[src/rtl/rob_pkg.sv]
// Shared reorder-buffer types: the per-entry record and the physical register
// index width, which has to track the rename stage's free list.
package rob_pkg;

  localparam int ROB_PREG_W = 6;

  typedef struct packed {
    logic                  valid;
    logic                  done;
    logic                  is_branch;
    logic                  mispredict;
    logic                  rd_alloc;
    logic [ROB_PREG_W-1:0] old_p;
  } rob_entry_t;

endpackage

[src/rtl/reorder_buffer.sv]
// In-order retirement buffer: one allocate, one out-of-order completion and one
// head commit per cycle; a mispredicted branch retiring at the head flushes everything.
module reorder_buffer
  import rob_pkg::*;
#(
  parameter int  ROB_DEPTH = 16,
  parameter int  PREG_W    = ROB_PREG_W,
  localparam int IDX_W     = $clog2(ROB_DEPTH)
) (
  input  logic              clk,
  input  logic              rst,
  input  logic              alloc_valid_i,
  output logic              alloc_ready_o,
  output logic [IDX_W-1:0]  alloc_tag_o,
  input  logic              alloc_rd_alloc_i,
  input  logic [PREG_W-1:0] alloc_rd_old_p_i,
  input  logic              alloc_is_branch_i,
  input  logic              cmpl_valid_i,
  input  logic [IDX_W-1:0]  cmpl_tag_i,
  input  logic              cmpl_mispredict_i,
  output logic              commit_free_valid_o,
  output logic [PREG_W-1:0] commit_free_preg_o,
  output logic              commit_valid_o,
  output logic [IDX_W-1:0]  commit_tag_o,
  output logic              recover_o,
  output logic              empty_o
);

  localparam logic [IDX_W-1:0] ONE_IDX    = IDX_W'(1);
  localparam logic [IDX_W:0]   ONE_CNT    = (IDX_W + 1)'(1);
  localparam logic [IDX_W:0]   FULL_COUNT = (IDX_W + 1)'(ROB_DEPTH);

  logic [IDX_W-1:0] head_reg, head_next;
  logic [IDX_W-1:0] tail_reg, tail_next;
  logic [IDX_W:0]   count_reg, count_next;

  rob_entry_t entry_q [ROB_DEPTH];
  rob_entry_t head_entry;

  logic commit_fire;
  logic flush;
  logic alloc_fire;
  logic cmpl_hit;

  assign head_entry  = entry_q[head_reg];
  assign commit_fire = head_entry.valid && head_entry.done;
  assign flush       = commit_fire && head_entry.mispredict;

  assign alloc_ready_o = (count_reg < FULL_COUNT) && !flush;
  assign alloc_fire    = alloc_valid_i && alloc_ready_o;
  assign alloc_tag_o   = tail_reg;
  assign empty_o       = (count_reg == '0);

  // Completions to slots that are not in flight (stale or flushed tags) are dropped.
  assign cmpl_hit = cmpl_valid_i && entry_q[cmpl_tag_i].valid;

  genvar gi;
  generate
    for (gi = 0; gi < ROB_DEPTH; gi++) begin : g_entry
      localparam logic [IDX_W-1:0] ENTRY_IDX = IDX_W'(gi);

      rob_entry_t entry_reg;

      // Later statements win: the retire/flush clear overrides a same-cycle
      // completion, and an allocation rewrites the whole record.
      always_ff @(posedge clk) begin
        if (rst) begin
          entry_reg <= '0;
        end else begin
          if (cmpl_hit && (cmpl_tag_i == ENTRY_IDX)) begin
            entry_reg.done       <= 1'b1;
            entry_reg.mispredict <= cmpl_mispredict_i && entry_reg.is_branch;
          end
          if (flush || (commit_fire && (head_reg == ENTRY_IDX))) begin
            entry_reg.valid <= 1'b0;
          end
          if (alloc_fire && (tail_reg == ENTRY_IDX)) begin
            entry_reg <= '{
              valid:      1'b1,
              done:       1'b0,
              is_branch:  alloc_is_branch_i,
              mispredict: 1'b0,
              rd_alloc:   alloc_rd_alloc_i,
              old_p:      alloc_rd_old_p_i
            };
          end
        end
      end

      assign entry_q[gi] = entry_reg;
    end
  endgenerate

  always_comb begin
    head_next  = head_reg;
    tail_next  = tail_reg;
    count_next = count_reg;
    if (alloc_fire) begin
      tail_next  = tail_reg + ONE_IDX;
      count_next = count_reg + ONE_CNT;
    end
    if (commit_fire) begin
      head_next  = head_reg + ONE_IDX;
      count_next = count_next - ONE_CNT;
    end
    // A flush restarts the buffer empty just past the retiring branch.
    if (flush) begin
      tail_next  = head_reg + ONE_IDX;
      count_next = '0;
    end
  end

  always_ff @(posedge clk) begin
    if (rst) begin
      head_reg  <= '0;
      tail_reg  <= '0;
      count_reg <= '0;
    end else begin
      head_reg  <= head_next;
      tail_reg  <= tail_next;
      count_reg <= count_next;
    end
  end

  always_ff @(posedge clk) begin
    if (rst) begin
      commit_valid_o      <= 1'b0;
      commit_tag_o        <= '0;
      commit_free_valid_o <= 1'b0;
      commit_free_preg_o  <= '0;
      recover_o           <= 1'b0;
    end else begin
      commit_valid_o      <= commit_fire;
      commit_tag_o        <= commit_fire ? head_reg : '0;
      commit_free_valid_o <= commit_fire && head_entry.rd_alloc;
      commit_free_preg_o  <= (commit_fire && head_entry.rd_alloc) ? head_entry.old_p : '0;
      recover_o           <= flush;
    end
  end

endmodule

[config.mk]
export PLATFORM = sky130hd
export DESIGN_NAME = reorder_buffer
export DESIGN_NICKNAME = d
export VERILOG_FILES = /design/src/rtl/rob_pkg.sv /design/src/rtl/reorder_buffer.sv
export SDC_FILE = /design/constraint.sdc
export NUM_CORES = 1
export LEC_CHECK = 0
export ABC_CLOCK_PERIOD_IN_PS = 9100
export CORE_ASPECT_RATIO = 1.4
export CORE_MARGIN = 8
export CORE_UTILIZATION = 40
export DETAILED_ROUTE_END_ITERATION = 8
export GPL_TIMING_DRIVEN = 0
export PLACE_DENSITY = 0.66
export REMOVE_ABC_BUFFERS = 1
export SLEW_MARGIN = 20
export SYNTH_ARGS = -nofsm -noshare
export SYNTH_HDL_FRONTEND = slang
export SYNTH_SLANG_ARGS = --single-unit
export TNS_END_PERCENT = 50
[constraint.sdc]
create_clock -name clk -period 9.1 [get_ports clk]
set_input_delay 1.82 -clock clk [delete_from_list [all_inputs] [get_ports clk]]
set_output_delay 1.82 -clock clk [all_outputs]
set_load 0.1 [all_outputs]
==> impl_metrics.py <==
metrics = {
    "die": {
        "rows": 65,
        "die_area_sq_um": 27800,
        "die_x_um": 143,
        "core-area_sq_um": 22400,
        "start_util_pct": 40.5,
        "num_io_pins": 36,
        "dieHeight_um": 194,
    },
    "routing": {
        "vias": 6573,
        "finalWirelength_um": 22600,
        "wire_per_inst_um": 18.7,
        "first_pass_iters": 4,
        "via_per_inst": 5.44,
        "drc": 0,
        "drt_iter0_drc": 403,
        "ant_nets": 0,
    },
    "layout": {
        "register_area_sq_um": 4050,
        "fill_cells": 2122,
        "final_cell_mix": "dfxtp_1, nor2_1, mux2i_1, nand2_1, mux4_2",
        "drive_gt1_share_pct": 10.7,
        "multi_input_area_sq_um": 4600,
        "antenna_cells": 0,
        "fin_util_pct": 45.3,
        "syn2layout_area_growth_pct": 12.1,
        "final_nets": 922,
        "design_area_sq_um": 10200,
        "layout_commonest_cell": "dfxtp_1",
        "largest_reg_flops": 176,
    },
    "timing": {
        "finalHoldViolations": 0,
        "worstMarginPinSlew_ns": 1.01,
        "fmax_mhz": 161,
        "relSlewSlack_pct": 32.2,
        "skew_ns": 0.0194,
        "setup_viol": 0,
        "rsz0062_at_grt": "no",
        "min_period_over_period_pct": 68.4,
        "fin_crit_ns": 6.22,
        "slew_violations": 0,
    },
    "clock_network": {
        "clkSlewWorstSetupHoldPaths_ns": 0.06,
        "post_cts_buffers": 0,
        "clk_latency_ns": 0.50,
        "hold_buffers": 0,
        "clock_path_buffers": 3,
        "cts_tree": "yes",
        "cts_resized": 0,
        "cts.sinks": 202,
        "h-tree-depth": 1,
        "cts-root-buf": "clkbuf_16",
        "cts_buffers": 20,
    },
    "setup_path": {
        "critPathCapture": "alloc_ready_o",
        "ff2ff_setup_slack_ns": 4.93,
        "worst-setup-path-type": "reg2out",
        "ff2ff_path_depth": 7,
        "r2r_end": "entry_q[23]",
        "critPathMaxFanout": 23,
        "cp-end-kind": "output pin",
        "crit_path_start_kind": "register",
        "worstPathArrival_ns": 4.40,
        "cp.required_ns": 7.28,
        "r2r-start": "head_reg[0]",
        "critPathLaunch": "head_reg[3]",
    },
    "pwr": {
        "p_seq_share_pct": 47.4,
        "swShare_pct": 22.5,
        "total_power_mw": 1.90,
        "max-vdd-ir-drop_mv": 0.109,
        "switchingPower_uw": 426,
        "pwr-share-clk_pct": 47.1,
        "powerDensity_nw_per_um2": 186,
        "combPwrFrac_pct": 5.5,
        "p_int_mw": 1.47,
        "p_leak_nw": 3.37,
    },
    "synthesis": {
        "ys_types": 40,
        "yosysWarnings": 0,
        "ys_top_cells_by_area": "dfxtp_1, mux4_2, mux2i_1, nor2_1, nand2_1",
        "synth-seq-cells": 202,
        "synthDominantCellAreaShare_pct": 44.5,
        "synth_area_sq_um": 9080,
        "ys_seq_area_share_pct": 44.5,
        "synth.avg_cell_area_sq_um": 10.0,
        "post-synth-top-area-cell": "dfxtp_1",
        "synthesis.instances": 908,
    },
    "global_route": {
        "grt_pass1_vias": 6485,
        "grt_max_degree": 94,
        "grt-ovfl-total": 0,
        "antenna_found_initial": 0,
        "grt.total_usage_pct": 16.4,
        "grt_pass1_wl_um": 36100,
    },
    "placement": {
        "io_buffers": 35,
        "place.gp.congestion": 0.825,
        "placed_area_sq_um": 9460,
        "dp_hpwl_um": 13900,
    },
    "min_path": {
        "hold_path.class": "reg2reg",
    },
    "job": {
        "maxCapViolations": 0,
    },
    "outcome": {
        "status": "complete, no violations",
    },
}
[synthesized netlist by cell type]
master	instances
nor4b_1	1
mux2i_1	98
a311oi_1	1
a31oi_1	2
nand3b_1	1
inv_1	6
a21oi_4	1
nand2b_1	11
a41o_1	1
o211ai_1	1
nand3_2	2
or2_2	1
nor3_1	25
nor3b_2	1
and3b_1	3
ha_1	11
clkbuf_1	41
xor2_1	6
nor2b_1	9
dfxtp_1	202
nand2_1	80
and2_1	7
a22oi_1	4
xnor2_1	7
mux4_2	52
a31oi_4	1
nor2_1	138
a21oi_1	42
o311ai_1	1
buf_2	10
nand4_1	2
o31ai_1	1
o21ai_0	27
buf_6	15
a211oi_1	18
nand3_1	49
nand4b_1	1
and3_1	22
buf_4	3
buf_1	4
[kinds of logic (layout without fill, tap and decap cells)]
logic type,count (synthesis),in the layout,synth area share (%)
simple gates,353,353,17.6
buf+inv,79,79,4.77
xor+xnor,13,13,1.25
compound gates,100,100,6.64
flops,202,202,44.5
mux,150,150,23.7
fa+ha+maj,11,11,1.52
[metal layers]
layer,share of wire (%),global-route usage (%),vias to the layer above
met3,5.3,2.39,55
met5,0,0,-
met1,42,20.0,3182
li1,-,-,3171
met4,3.6,7.23,0
met2,49,27.8,165
[worst min path at each step]
stage	from	to	slack, ns	depth (start not counted)
after CTS	entry_q[146]	entry_q[146]	0.45	2
after detailed placement	entry_q[147]	entry_q[147]	0.44	2
final	entry_q[149]	entry_q[149]	0.45	2
after global placement	entry_q[170]	entry_q[170]	0.44	2
after floorplan	entry_q[143]	entry_q[143]	0.43	2
after global routing	entry_q[146]	entry_q[146]	0.46	2
[power by group through the flow]
| stage | registers (mW) | clock network, mW | logic [mW] |
|---|---|---|---|
| floorplan | 0.924 | 0 | 0.0469 |
| global placement | 0.919 | 0 | 0.101 |
| detailed placement | 0.919 | 0 | 0.103 |
| CTS | 0.899 | 0.907 | 0.104 |
| global route | 0.899 | 0.944 | 0.113 |
| finish | 0.899 | 0.892 | 0.104 |
[final cells by class]
cell class                 instances  area share [%]
multi-input combinational        627            45.2
tap                              301            3.70
clock buffer                      31            6.33
inverter                           6           0.221
timing repair buffer              37            3.96
sequential                       202            39.8
clock inverter                     5           0.738
[per-stage QoR]
step,instances,worst slack (ns),setup TNS [ns],hold WS [ns]
6_report,1209,2.88,0,0.452
4_1_cts,1209,2.85,0,0.455
2_1_floorplan,835,2.63,0,0.427
3_3_place_gp,1171,-0.153,-1.16,0.440
5_1_grt,1209,2.73,0,0.464
3_5_place_dp,1173,3.38,0,0.444
[worst max-delay path, stage by stage, from the launching register on]
cell	delay (ns)
dfxtp_1	0.99
nor2b_1	0.51
a22oi_1	0.20
nand2_1	0.24
and2_1	0.79
a21oi_1	0.15
clkdlybuf4s50_1	1.01
(Power assumes the default switching activity.)
